[config.mk]
export PLATFORM = sky130hd
export DESIGN_NAME = secure_reg_access_ctrl
export DESIGN_NICKNAME = d
export VERILOG_FILES = /design/src/rtl/secure_reg_pkg.sv /design/src/rtl/secure_lockout_timer.sv /design/src/rtl/secure_reg_access_ctrl.sv
export SDC_FILE = /design/constraint.sdc
export NUM_CORES = 1
export LEC_CHECK = 0
export CAP_MARGIN = 15
export CORE_MARGIN = 1
export CORE_UTILIZATION = 43
export DETAILED_ROUTE_END_ITERATION = 8
export PLACE_DENSITY_LB_ADDON = 0.05
export SYNTH_ARGS = -nofsm -noshare
export SYNTH_HDL_FRONTEND = slang
export SYNTH_SLANG_ARGS = --single-unit
[constraint.sdc]
create_clock -name clk_i -period 4.05 [get_ports clk_i]
set_clock_uncertainty 0.2 [all_clocks]
set_input_delay 0.81 -clock clk_i [delete_from_list [all_inputs] [get_ports clk_i]]
set_output_delay 0.81 -clock clk_i [all_outputs]
set_load 0.01 [all_outputs]
[src/rtl/secure_reg_pkg.sv]
// Shared types and constants for the secure register request front-end.
package secure_reg_pkg;

    // Controller states:
    //   ST_IDLE    - ready for a new request
    //   ST_ISSUE   - single register strobe cycle
    //   ST_CAPTURE - sample register read data
    //   ST_RESP    - response held until accepted
    //   ST_LOCKED  - requests blocked after repeated denials
    typedef enum logic [2:0] {
        ST_IDLE    = 3'd0,
        ST_ISSUE   = 3'd1,
        ST_CAPTURE = 3'd2,
        ST_RESP    = 3'd3,
        ST_LOCKED  = 3'd4
    } state_e;

    // Response error codes carried on rsp_err.
    localparam logic RSP_OK     = 1'b0;
    localparam logic RSP_DENIED = 1'b1;

    // Thread id allowed to reach the register unless overridden.
    localparam int DEFAULT_PRIV_TID = 0;

endpackage

[src/rtl/secure_lockout_timer.sv]
// Lockout down-counter: loaded with the lockout length, decremented while
// locked, flags the cycle on which it reaches zero.
module secure_lockout_timer #(
    parameter int LOCKOUT_CYCLES = 16
) (
    input  logic clk_i,
    input  logic rst_i,
    input  logic load_i,
    input  logic dec_i,
    output logic done_o
);

    localparam int            CW       = $clog2(LOCKOUT_CYCLES + 1);
    localparam logic [CW-1:0] LOAD_VAL = CW'(LOCKOUT_CYCLES);

    logic [CW-1:0] count_q;
    logic [CW-1:0] count_d;

    // Next count: load has priority, decrement stops at zero.
    always_comb begin
        count_d = count_q;
        if (load_i) begin
            count_d = LOAD_VAL;
        end else if (dec_i && (count_q != '0)) begin
            count_d = count_q - 1'b1;
        end
    end

    // Count register with synchronous reset.
    always_ff @(posedge clk_i) begin
        if (rst_i) begin
            count_q <= '0;
        end else begin
            count_q <= count_d;
        end
    end

    // The decrement taking the count from one to zero ends the lockout.
    assign done_o = dec_i && (count_q <= CW'(1));

endmodule

[src/rtl/secure_reg_access_ctrl.sv]
// Request front-end for the thread-gated secure register.
// Only the privileged thread gets a register strobe; other threads get an
// error response, and a run of denials locks the interface for a while.
//
//   state      | meaning
//   -----------+-----------------------------------------------------
//   ST_IDLE    | req_ready high, waiting for a request
//   ST_ISSUE   | one-cycle reg_access_en (and reg_wr_en for writes)
//   ST_CAPTURE | register read data sampled into the response
//   ST_RESP    | rsp_valid high, fields held until rsp_ready
//   ST_LOCKED  | requests blocked until the lockout timer expires
module secure_reg_access_ctrl
    import secure_reg_pkg::*;
#(
    parameter int DATA_WIDTH     = 32,
    parameter int TID_WIDTH      = 2,
    parameter int PRIV_TID       = DEFAULT_PRIV_TID,
    parameter int LOCKOUT_THRESH = 4,
    parameter int LOCKOUT_CYCLES = 16
) (
    input  logic                                    clk_i,
    input  logic                                    rst_i,
    input  logic                                    req_valid_i,
    output logic                                    req_ready_o,
    input  logic [TID_WIDTH-1:0]                    req_tid_i,
    input  logic                                    req_write_i,
    input  logic [DATA_WIDTH-1:0]                   req_wdata_i,
    output logic                                    reg_access_en_o,
    output logic                                    reg_wr_en_o,
    output logic [DATA_WIDTH-1:0]                   reg_data_in_o,
    input  logic [DATA_WIDTH-1:0]                   reg_data_out_i,
    output logic                                    rsp_valid_o,
    input  logic                                    rsp_ready_i,
    output logic [TID_WIDTH-1:0]                    rsp_tid_o,
    output logic [DATA_WIDTH-1:0]                   rsp_rdata_o,
    output logic                                    rsp_err_o,
    output logic                                    locked_o,
    output logic [$clog2(LOCKOUT_THRESH+1)-1:0]     deny_count_o
);

    localparam int             DCW      = $clog2(LOCKOUT_THRESH + 1);
    localparam logic [DCW-1:0] THRESH_C = DCW'(LOCKOUT_THRESH);
    localparam logic [TID_WIDTH-1:0] PRIV_TID_C = TID_WIDTH'(PRIV_TID);

    state_e                  state_q;
    logic                    req_ready_q;
    logic [TID_WIDTH-1:0]    req_tid_q;
    logic                    req_write_q;
    logic                    reg_access_en_q;
    logic                    reg_wr_en_q;
    logic [DATA_WIDTH-1:0]   reg_data_in_q;
    logic                    rsp_valid_q;
    logic [TID_WIDTH-1:0]    rsp_tid_q;
    logic [DATA_WIDTH-1:0]   rsp_rdata_q;
    logic                    rsp_err_q;
    logic                    locked_q;
    logic [DCW-1:0]          deny_count_q;

    logic tmr_load;
    logic tmr_dec;
    logic tmr_done;

    // Lockout starts on the response handshake that completes the denial run.
    assign tmr_load = (state_q == ST_RESP) && rsp_ready_i && (deny_count_q == THRESH_C);
    assign tmr_dec  = (state_q == ST_LOCKED);

    secure_lockout_timer #(
        .LOCKOUT_CYCLES (LOCKOUT_CYCLES)
    ) u_lockout_timer (
        .clk_i  (clk_i),
        .rst_i  (rst_i),
        .load_i (tmr_load),
        .dec_i  (tmr_dec),
        .done_o (tmr_done)
    );

    // Controller FSM with all outputs registered. Strobes default low every
    // cycle so they can only ever last the single ISSUE cycle.
    always_ff @(posedge clk_i) begin
        if (rst_i) begin
            state_q         <= ST_IDLE;
            req_ready_q     <= 1'b0;
            req_tid_q       <= '0;
            req_write_q     <= 1'b0;
            reg_access_en_q <= 1'b0;
            reg_wr_en_q     <= 1'b0;
            reg_data_in_q   <= '0;
            rsp_valid_q     <= 1'b0;
            rsp_tid_q       <= '0;
            rsp_rdata_q     <= '0;
            rsp_err_q       <= RSP_OK;
            locked_q        <= 1'b0;
            deny_count_q    <= '0;
        end else begin
            reg_access_en_q <= 1'b0;
            reg_wr_en_q     <= 1'b0;
            reg_data_in_q   <= '0;

            case (state_q)
                ST_IDLE: begin
                    req_ready_q <= 1'b1;
                    if (req_ready_q && req_valid_i) begin
                        req_ready_q <= 1'b0;
                        req_tid_q   <= req_tid_i;
                        req_write_q <= req_write_i;
                        if (req_tid_i == PRIV_TID_C) begin
                            state_q         <= ST_ISSUE;
                            reg_access_en_q <= 1'b1;
                            reg_wr_en_q     <= req_write_i;
                            reg_data_in_q   <= req_wdata_i;
                        end else begin
                            state_q     <= ST_RESP;
                            rsp_valid_q <= 1'b1;
                            rsp_tid_q   <= req_tid_i;
                            rsp_rdata_q <= '0;
                            rsp_err_q   <= RSP_DENIED;
                            if (deny_count_q < THRESH_C) begin
                                deny_count_q <= deny_count_q + DCW'(1);
                            end
                        end
                    end
                end

                ST_ISSUE: begin
                    state_q <= ST_CAPTURE;
                end

                ST_CAPTURE: begin
                    state_q      <= ST_RESP;
                    rsp_valid_q  <= 1'b1;
                    rsp_tid_q    <= req_tid_q;
                    rsp_rdata_q  <= req_write_q ? '0 : reg_data_out_i;
                    rsp_err_q    <= RSP_OK;
                    deny_count_q <= '0;
                end

                ST_RESP: begin
                    if (rsp_ready_i) begin
                        rsp_valid_q <= 1'b0;
                        if (deny_count_q == THRESH_C) begin
                            state_q  <= ST_LOCKED;
                            locked_q <= 1'b1;
                        end else begin
                            state_q     <= ST_IDLE;
                            req_ready_q <= 1'b1;
                        end
                    end
                end

                ST_LOCKED: begin
                    if (tmr_done) begin
                        state_q      <= ST_IDLE;
                        req_ready_q  <= 1'b1;
                        locked_q     <= 1'b0;
                        deny_count_q <= '0;
                    end
                end

                default: begin
                    state_q     <= ST_IDLE;
                    req_ready_q <= 1'b0;
                end
            endcase
        end
    end

    assign req_ready_o     = req_ready_q;
    assign reg_access_en_o = reg_access_en_q;
    assign reg_wr_en_o     = reg_wr_en_q;
    assign reg_data_in_o   = reg_data_in_q;
    assign rsp_valid_o     = rsp_valid_q;
    assign rsp_tid_o       = rsp_tid_q;
    assign rsp_rdata_o     = rsp_rdata_q;
    assign rsp_err_o       = rsp_err_q;
    assign locked_o        = locked_q;
    assign deny_count_o    = deny_count_q;

endmodule

After elaboration in Yosys (flattened, before gate mapping)
Index checks and enable logic that the tools add are counted.

$add $sub $neg: 2. $lt $le $gt $ge: 2. Equality and inequality tests: 12. Mux-type cells: 34. Bitwise gates (word level): 4. Reduce and logical (&&, ||, !) cells: 24.

Operators with widths (number): 32-bit two-way mux (3); 32-bit case mux with 2 select lines (1); 3-bit two-way mux (7); 3-bit case mux with 5 select lines (1); 2-bit != test, second input constant (6); 4-bit AND reduction (3); 1-bit two-way mux (11); 5-bit two-way mux (2); 3-bit case mux with 3 select lines (1); 3-bit by 2-bit == test with 1-bit output, second input constant (2); 3-bit == test, second input constant (2); 2-bit two-way mux (3); 3-bit AND reduction (2); 2-bit nonzero test (3); 3-bit nonzero test (2); 5-bit by 1-bit less-or-equal comparator with 1-bit output, second input constant (1); 1-bit logical AND (5); 5-bit AND reduction (1); 5-bit nonzero test (1); 5-bit by 1-bit subtractor with 5-bit output, second input constant (1); 1-bit NOT (4); 1-bit case mux with 2 select lines (2); 1-bit case mux with 4 select lines (1); 2-bit case mux with 2 select lines (1); other kinds (11) (12).

Bits in registers: 86. Input port bits: 71. Output and inout port bits: 75. Logic and storage cells: 93.

Depth between registers and ports, before layout
Gate-level depths: netlist of the first run.

Word-level depth: 5. Depth in mapped cells: 7. Gate-level depth less buffers: 6.

Cells and area by module
Synthesis of the first run repeated with hierarchy kept, for this count alone.

Cells, all modules: 299. Area total of the unflattened synthesis: 3090.5 µm².

By module, submodules not included: secure_reg_access_ctrl (instances 1, cells an instance 268, area an instance 2796.4 µm², seq. area each 1621.6 µm²); secure_lockout_timer (instances 1, cells an instance 31, area an instance 294.0 µm², seq. area each 100.1 µm²).

Worst setup path before layout of the first run
Ideal clock, no wire load.

Kind: input-to-reg. Start: input port req_tid_i[1]. End: register deny_count_q[1] (netlist: deny_count_o[1]). Library setup time: 0.115 ns. Arrival time: 1.697 ns. Data required time: 3.735 ns. Setup slack: 2.039 ns. Cell stages on the path: 4. Buffers on the path: 0. Cell sequence: o211ai_2 > o41a_2 > and3_1 > o21a_1.

Cells in the longest elaborated chain, start to end: 3.

Ends and longest elaborated chain: start: declaration (RTL line secure_reg_access_ctrl.sv:25) `input logic [TID_WIDTH-1:0] req_tid_i,`; 2-bit logical NOT (RTL line secure_reg_access_ctrl.sv:106) `if (req_tid_i == PRIV_TID_C) begin`; 2-bit != test (no line); 5-bit AND reduction (no line); end signal: assignment (RTL line secure_reg_access_ctrl.sv:118) `deny_count_q <= deny_count_q + DCW'(1);`; end: declaration (RTL line secure_reg_access_ctrl.sv:57) `logic [DCW-1:0] deny_count_q;`.

No other way between the ends. A chain may end at the register's enable or synchronous reset.

Final worst setup path of the first run
Start: input port req_tid_i[1]. End: register rsp_rdata_q[23] (netlist: rsp_rdata_o[23]).

Cells in the longest elaborated chain, start to end: 3.

Ends and longest elaborated chain: 2-bit logical NOT (RTL line secure_reg_access_ctrl.sv:106); 2-bit != test (no line); 3-bit AND reduction (no line); end signal: assignment (RTL line secure_reg_access_ctrl.sv:132) `rsp_rdata_q <= req_write_q ? '0 : reg_data_out_i;`; end: declaration (RTL line secure_reg_access_ctrl.sv:54) `logic [DATA_WIDTH-1:0] rsp_rdata_q;`.

No other way between the ends.

==> impl_results.md, run 1 <==
* Yosys Warn Count at 0
* Netlist cell types at 41
* R2R depth at 4
* Slew @ Worst Pin at 1.03 ns
* Number of port buffers at 145
* Setup bufs post-CTS at 0
* Sequential fraction of the synthesis area at 57.0%
* Dpl cells at 516
* Status: completed
* CTS tree: built
* Crit path arrival time at 2.88 ns
* Max-cap viol count at 0
* Fin Setup TNS at 0 ns
* Via-to-Cell Ratio at 4.82
* Synth Area per Inst at 10.4 um^2
* FF/Latch Area at 0.00172 mm^2
* Most frequent cell after synthesis: dfxtp_1
* Crit path max fanout at 32
* PnR Total Power at 0.00210 W
* RSZ-0062 raised after global routing: false
* Flop2flop setup slack at 1.81 ns
* Fin. Hold Viols at 0
* Max VDD drop at 0.246 mV
* CTS sink cnt at 86
* Filler instances at 562
* Die extent in y at 85.8 um
* Final core utilization at 69.5%
* Critical path's slowest cell: a211o_1
* Fmax at 357 MHz
* Crit path kind: input port to register
* Largest net degree at the start of global routing at 47
* PwrDens at 444 mW/mm^2
* CTS H-Tree Depth at 3
* Cell family with most CP delay: compound AO/OA/AOI/OAI gates
* Ports at 146
* Crit path required time at 4.13 ns
* Final #Nets at 506
* Reg2reg start: state_q[1]
* Primary FF master, synth: dfxtp_1
* Count of final setup violators at 0
* Worst path bufs/invs at 1
* Die Area at 0.00737 mm^2
* Vias in the first global route at 2283
* Hold EP: u_lockout_timer.count_q[4]
* Starting Density at 44.5%
* EDFF count, synth at 0
* Worst Hold Launch: u_lockout_timer.count_q[4]
* Root buf cell: clkbuf_8
* Synthesis-to-finish area growth at 56.4%
* DR iter-0 viols at 72
* Synth area leaders: dfxtp_1, a22oi_1, and2_1
* Multi-input gate area at 0.00116 mm^2
* Top cells by count, synth: dfxtp_1, nor2_1, and2_1
* Clk slew on worst S/H paths at 0.08 ns
* First-pass GRT wire length at 11000 um
* Hold Buf Count CTS at 0
* Leak at 1.78 nW
* Worst hold-check path type: register to register
* Rows at 30
* Initial antenna violation count at 0
* CTS buffer count at 9
* Reg-to-Reg End: rsp_rdata_o[23]
* Hold depth at 2
* Synth area leader: dfxtp_1
* Post-synthesis async set-or-reset flop share at 0%
* Mapped cell area at 0.00302 mm^2
* Startpoint Class: input port
* Post-synthesis cell count at 291
* Die Width at 85.8 um
* Detail Route Antenna Nets at 0
* DRT Pass-1 Iters at 4
* Top cell type's share of synthesized area at 57.0%
* HPWL after DPL at 5080 um
* CP Capture Type: register
* Post-CTS sizing at 0
* Critical path's largest stage delay at 0.86 ns
* GP Congestion at 0.764
* Pins over their slew limit at 0
* Placeable Area at 0.00679 mm^2
* Critical-path cell list: clkdlybuf4s50_1, o211ai_2, a211o_1, a22oi_1, nor2_1
* All-Layer GR Usage at 19.4%
* Crit share post-route at 69.2%
* Post-Route WL at 7200 um
* Max clock buf depth at 2
* Gr ovfl total at 0
* Slew HR at 31.6%
* Clock latency on the worst-skew pair at 0.34 ns
* Post-Syn Nets at 366
* Drt drc at 0
* Drt wl/cell at 13.5 um
* Diode count at 0
* Finished Layout Cells at 532
* Instance count on the critical path at 5
* Number of vias in the routed layout at 2562
* Minimum clock period at 2.80 ns
* Layout cells sized above 1 at 5.05%
* Flop and latch count out of synthesis at 86
power by group:
group / internal (W) / switching, W
combinational: 0.000238 / 0.000206
clock: 0.000410 / 0.000287
sequential: 0.000910 / 0.0000484
state kept, by name (all words and copies together), names as in the netlist:
register	flops
rsp_valid_o	1
state_q	3
rsp_tid_o	2
locked_o	1
reg_wr_en_o	1
req_tid_q	2
u_lockout_timer.count_q	5
deny_count_o	3
rsp_rdata_o	32
reg_access_en_o	1
req_write_q	1
reg_data_in_o	32
rsp_err_o	1
req_ready_o	1
per-stage QoR:
step | cell area (um^2) | hold WS (ns) | setup WS, ns
final | 4720 | 0.285 | 1.25
after detailed placement | 4490 | 0.270 | 0.891
after CTS | 4720 | 0.284 | 1.24
after floorplan | 3020 | 0.248 | 2.04
after global placement | 4490 | 0.266 | 0.943
after global routing | 4720 | 0.312 | 1.06
metal layers:
layer  track usage (%)  share of wire [%]  vias up
li1                  -                  -     1277
met1              23.2                 43     1163
met2              30.0                 45      111
met3              9.14                 10       11
met4              8.03                1.5        0
met5                 0                  0        -
layout by cell type (no fill, tap or decap), types with 2 or more instances in the layout:
master           synthesis  layout
a211oi_1                 6       6
a21oi_1                 11      11
a22oi_1                 32      32
and2_1                  34      34
and3_1                   2       2
buf_4                    0       2
bufinv_16                0       3
clkbuf_1                 6       3
clkbuf_8                 0       9
clkdlybuf4s50_1          0     145
dfxtp_1                 86      86
ha_1                     4       4
inv_1                    7       7
mux2i_1                  5       5
nand2_1                  9       9
nand3_1                  3       3
nand4_1                  2       2
nor2_1                  42      42
nor2_4                   2       2
nor3_1                   2       2
o21a_1                   2       2
or3b_1                   2       2
xnor2_1                  3       3
worst max-delay path by stage:
| stage | startpoint | end | slack, ns |
|---|---|---|---|
| after floorplan | req_tid_i[1] | deny_count_o[1] | 2.04 |
| after global placement | req_tid_i[1] | rsp_rdata_o[31] | 0.94 |
| after detailed placement | req_tid_i[1] | rsp_rdata_o[23] | 0.89 |
| after CTS | req_tid_i[1] | rsp_rdata_o[23] | 1.24 |
| after global routing | req_tid_i[1] | rsp_rdata_o[23] | 1.06 |
| final | req_tid_i[1] | rsp_rdata_o[23] | 1.25 |
worst reg2reg max path: stages (launching register included):
cell and delay, ns:
dfxtp_1 0.52, or3b_1 0.56, nor2_4 0.62, a22oi_1 0.16
nor2_1 0.13
layout make-up:
type	count	area share, %
Sequential cell	86	36.4
Multi-Input combinational cell	180	24.5
Clock buffer	12	2.86
Clock inverter	4	2.01
Tap cell	96	2.54
Timing Repair Buffer	147	31.0
Inverter	7	0.556
cell families after synthesis:
group | Yosys count | share of synthesized area (%)
buffers and inverters | 25 | 4.64
DFF | 86 | 57.0
and+or+nand+nor | 105 | 18.9
AOI/OAI and AO/OA | 63 | 15.3
xor gates and xnor gates | 3 | 0.870
muxes | 5 | 1.66
adders and majority gates | 4 | 1.66
(Power assumes the default switching activity.)
==> run 2, diff against run 1 <==
--- a/config.mk
+++ b/config.mk
@@ -7,7 +7,7 @@
 export LEC_CHECK = 0
 export CAP_MARGIN = 15
 export CORE_MARGIN = 1
-export CORE_UTILIZATION = 43
+export CORE_UTILIZATION = 40
 export DETAILED_ROUTE_END_ITERATION = 8
 export PLACE_DENSITY_LB_ADDON = 0.05
 export SYNTH_ARGS = -nofsm -noshare
==> constraint.sdc (replaced) <==
create_clock -name clk_i -period 2.9 [get_ports clk_i]
set_clock_uncertainty 0.2 [all_clocks]
set_input_delay 0.58 -clock clk_i [delete_from_list [all_inputs] [get_ports clk_i]]
set_output_delay 0.58 -clock clk_i [all_outputs]
set_load 0.01 [all_outputs]
==> run 2 against run 1 <==
  * Register-to-register slack got worse by 1.1 ns
  * Setup slack worse by 0.59 ns
  * Via count increased by 0.35%
  * Worst hold slack better by 0.0014 ns
  * First-iteration DRC count increased by 49%
  * Final cell count up 1.1%
  * Highest routed layer unchanged
==> impl_results.md, run 2 (synthesis gave the netlist of run 1 again) <==
* Gr ovfl total at 0 (unchanged)
* Die Width at 88.9 um (was 85.8 um)
* Initial antenna violation count at 0 (unchanged)
* GP Congestion at 0.795 (was 0.764)
* Hold Buf Count CTS at 0 (unchanged)
* Rows at 31 (was 30)
* Design internal power at 0.00203 W (was 0.00156 W)
* Fin Setup TNS at 0 ns (unchanged)
* Max clock buf depth at 2 (unchanged)
* Crit path max fanout at 32 (unchanged)
* P_sw at 0.000754 W (was 0.000542 W)
* Critical path's slowest cell: clkdlybuf4s50_1 (was a211o_1)
* Vias in the first global route at 2302 (was 2283)
* Crit share post-route at 77.3%
* PwrDens at 590 mW/mm^2 (was 444 mW/mm^2)
* Leak at 1.78 nW (about the same)
* Starting Density at 41.4% (was 44.5%)
* Reg2reg start: state_q[1] (unchanged)
* Drt drc at 0 (unchanged)
* Pins over their slew limit at 0 (unchanged)
* Fmax at 446 MHz
* Placeable Area at 0.00729 mm^2 (was 0.00679 mm^2)
* Critical Path Start: req_tid_i[1] (unchanged)
* Clk pwr share at 29.6% (was 33.2%)
* Worst hold-check path type: register to register (unchanged)
* Flop2flop setup slack at 0.67 ns (was 1.81 ns)
* Commonest non-fill, non-tap cell in the layout: clkdlybuf4s50_1 (unchanged)
* Reg power frac at 48.0% (was 45.6%)
* Largest net degree at the start of global routing at 35 (was 47)
* Worst Setup EP: rsp_rdata_o[14] (was rsp_rdata_o[23])
* Clk slew on worst S/H paths at 0.08 ns (about the same)
* DR iter-0 viols at 107 (was 72)
* Critical-path cell list: clkdlybuf4s50_1, o211ai_2, a211o_1, buf_4, a22oi_1, nor2_1 (was clkdlybuf4s50_1, o211ai_2, a211o_1, a22oi_1, nor2_1)
* CTS H-Tree Depth at 3 (unchanged)
* Crit path kind: input port to register (unchanged)
* Status: completed (unchanged)
* Detail Route Antenna Nets at 0 (unchanged)
* Slew HR at 52.1% (was 31.6%)
* Place WS at 0.328 ns (was 0.891 ns)
* R2R depth at 4 (unchanged)
* Number of port buffers at 145 (unchanged)
* Drt wl/cell at 13.1 um (was 13.5 um)
* CTS buffer count at 9 (unchanged)
* Number of vias in the routed layout at 2571 (was 2562)
* Final #Nets at 509 (was 506)
* Crit path arrival time at 2.26 ns (was 2.88 ns)
* Sw Share at 27.1% (was 25.8%)
* Post-Route WL at 7030 um (was 7200 um)
* Worst Hold Launch: rsp_valid_o (was u_lockout_timer.count_q[4])
* CTS tree: built (unchanged)
* Final WS setup at 0.658 ns (was 1.25 ns)
* All-Layer GR Usage at 17.5% (was 19.4%)
* Diode count at 0 (unchanged)
* Most frequent cells in the layout: clkdlybuf4s50_1, dfxtp_1, nor2_1, and2_1, a22oi_1 (unchanged)
* Layout cells sized above 1 at 6.15% (was 5.05%)
* Fin. Hold Viols at 0 (unchanged)
* Die Area at 0.00791 mm^2 (was 0.00737 mm^2)
* Ports at 146 (unchanged)
* Die extent in y at 88.9 um (was 85.8 um)
* Crit path required time at 2.92 ns (was 4.13 ns)
* First-pass GRT wire length at 10400 um (was 11000 um)
* CP Capture Type: register (unchanged)
* Critical path's largest stage delay at 0.59 ns (was 0.86 ns)
* Gate power share at 22.4% (was 21.2%)
* Max-cap viol count at 0 (unchanged)
* Clock latency on the worst-skew pair at 0.33 ns (was 0.34 ns)
* Count of final setup violators at 0 (unchanged)
* DRT Pass-1 Iters at 4 (unchanged)
* Post-CTS sizing at 0 (unchanged)
* Reg-to-Reg End: rsp_rdata_o[14] (was rsp_rdata_o[23])
* HPWL after DPL at 5060 um (was 5080 um)
* Minimum clock period at 2.24 ns
* CTS sink cnt at 86 (unchanged)
* Startpoint Class: input port (unchanged)
* Root buf cell: clkbuf_8 (unchanged)
* RSZ-0062 raised after global routing: false (unchanged)
* Max VDD drop at 0.290 mV (was 0.246 mV)
* Via-to-Cell Ratio at 4.78 (was 4.82)
* Setup bufs post-CTS at 0 (unchanged)
* Synthesis-to-finish area growth at 56.2% (was 56.4%)
* Slew @ Worst Pin at 0.717 ns (was 1.03 ns)
run 2: changes by cell type in the layout (fill, tap and decap cells not counted), sizes merged:
cell | before | now
clkinvlp | 0 | 2
clkinv | 1 | 2
buf | 2 | 5
clkbuf | 12 | 11
bufinv | 3 | 1
run 2: worst max-delay path, delay by kind of cell:
kind / cells / cell delay, ns
AO/OA/AOI/OAI: 3 / 0.76
buffers and inverters: 2 / 0.83
AND/OR/NAND/NOR: 1 / 0.06
run 2: worst min-delay path by stage:
stage | endpoint | slack (ns) | cells past startpoint
6_report | rsp_valid_o | 0.29 | 2
5_1_grt | u_lockout_timer.count_q[4] | 0.30 | 2
4_1_cts | u_lockout_timer.count_q[4] | 0.28 | 2
3_5_place_dp | u_lockout_timer.count_q[4] | 0.27 | 2
3_3_place_gp | u_lockout_timer.count_q[4] | 0.26 | 2
2_1_floorplan | u_lockout_timer.count_q[4] | 0.25 | 2
run 2: area by class of cell:
type / instances / area, um^2
Clock inverter: 5 / 58.8
Timing Repair Buffer: 150 / 1490
Multi-Input combinational cell: 180 / 1160
Inverter: 7 / 26.3
Fill cell: 647 / 2570
Tap cell: 99 / 124
Sequential cell: 86 / 1720
Clock buffer: 11 / 141
run 2: metrics by stage:
step	hold WS [ns]	cells	total power [W]	util (%)	area [um^2]
2_1_floorplan	0.248	291	0.00171	-	3020
3_3_place_gp	0.262	522	0.00199	62.0	4520
3_5_place_dp	0.268	522	0.00199	62.0	4520
4_1_cts	0.281	538	0.00282	64.7	4720
5_1_grt	0.302	538	0.00293	64.7	4720
6_report	0.287	538	0.00279	64.7	4720
run 2: metal layers:
metal	global-route usage, %	part of all wire (%)	vias up
li1	-	-	1284
met1	20.6	41	1179
met2	27.2	46	101
met3	8.59	12	7
met4	7.33	0.92	0
met5	0	0	-
run 2: power groups by stage:
stage	clock (W)	sequential [W]	combinational [W]
6_report	0.000823	0.00134	0.000624
5_1_grt	0.000904	0.00135	0.000680
4_1_cts	0.000851	0.00134	0.000631
3_5_place_dp	0	0.00137	0.000628
3_3_place_gp	0	0.00136	0.000626
2_1_floorplan	0	0.00139	0.000322
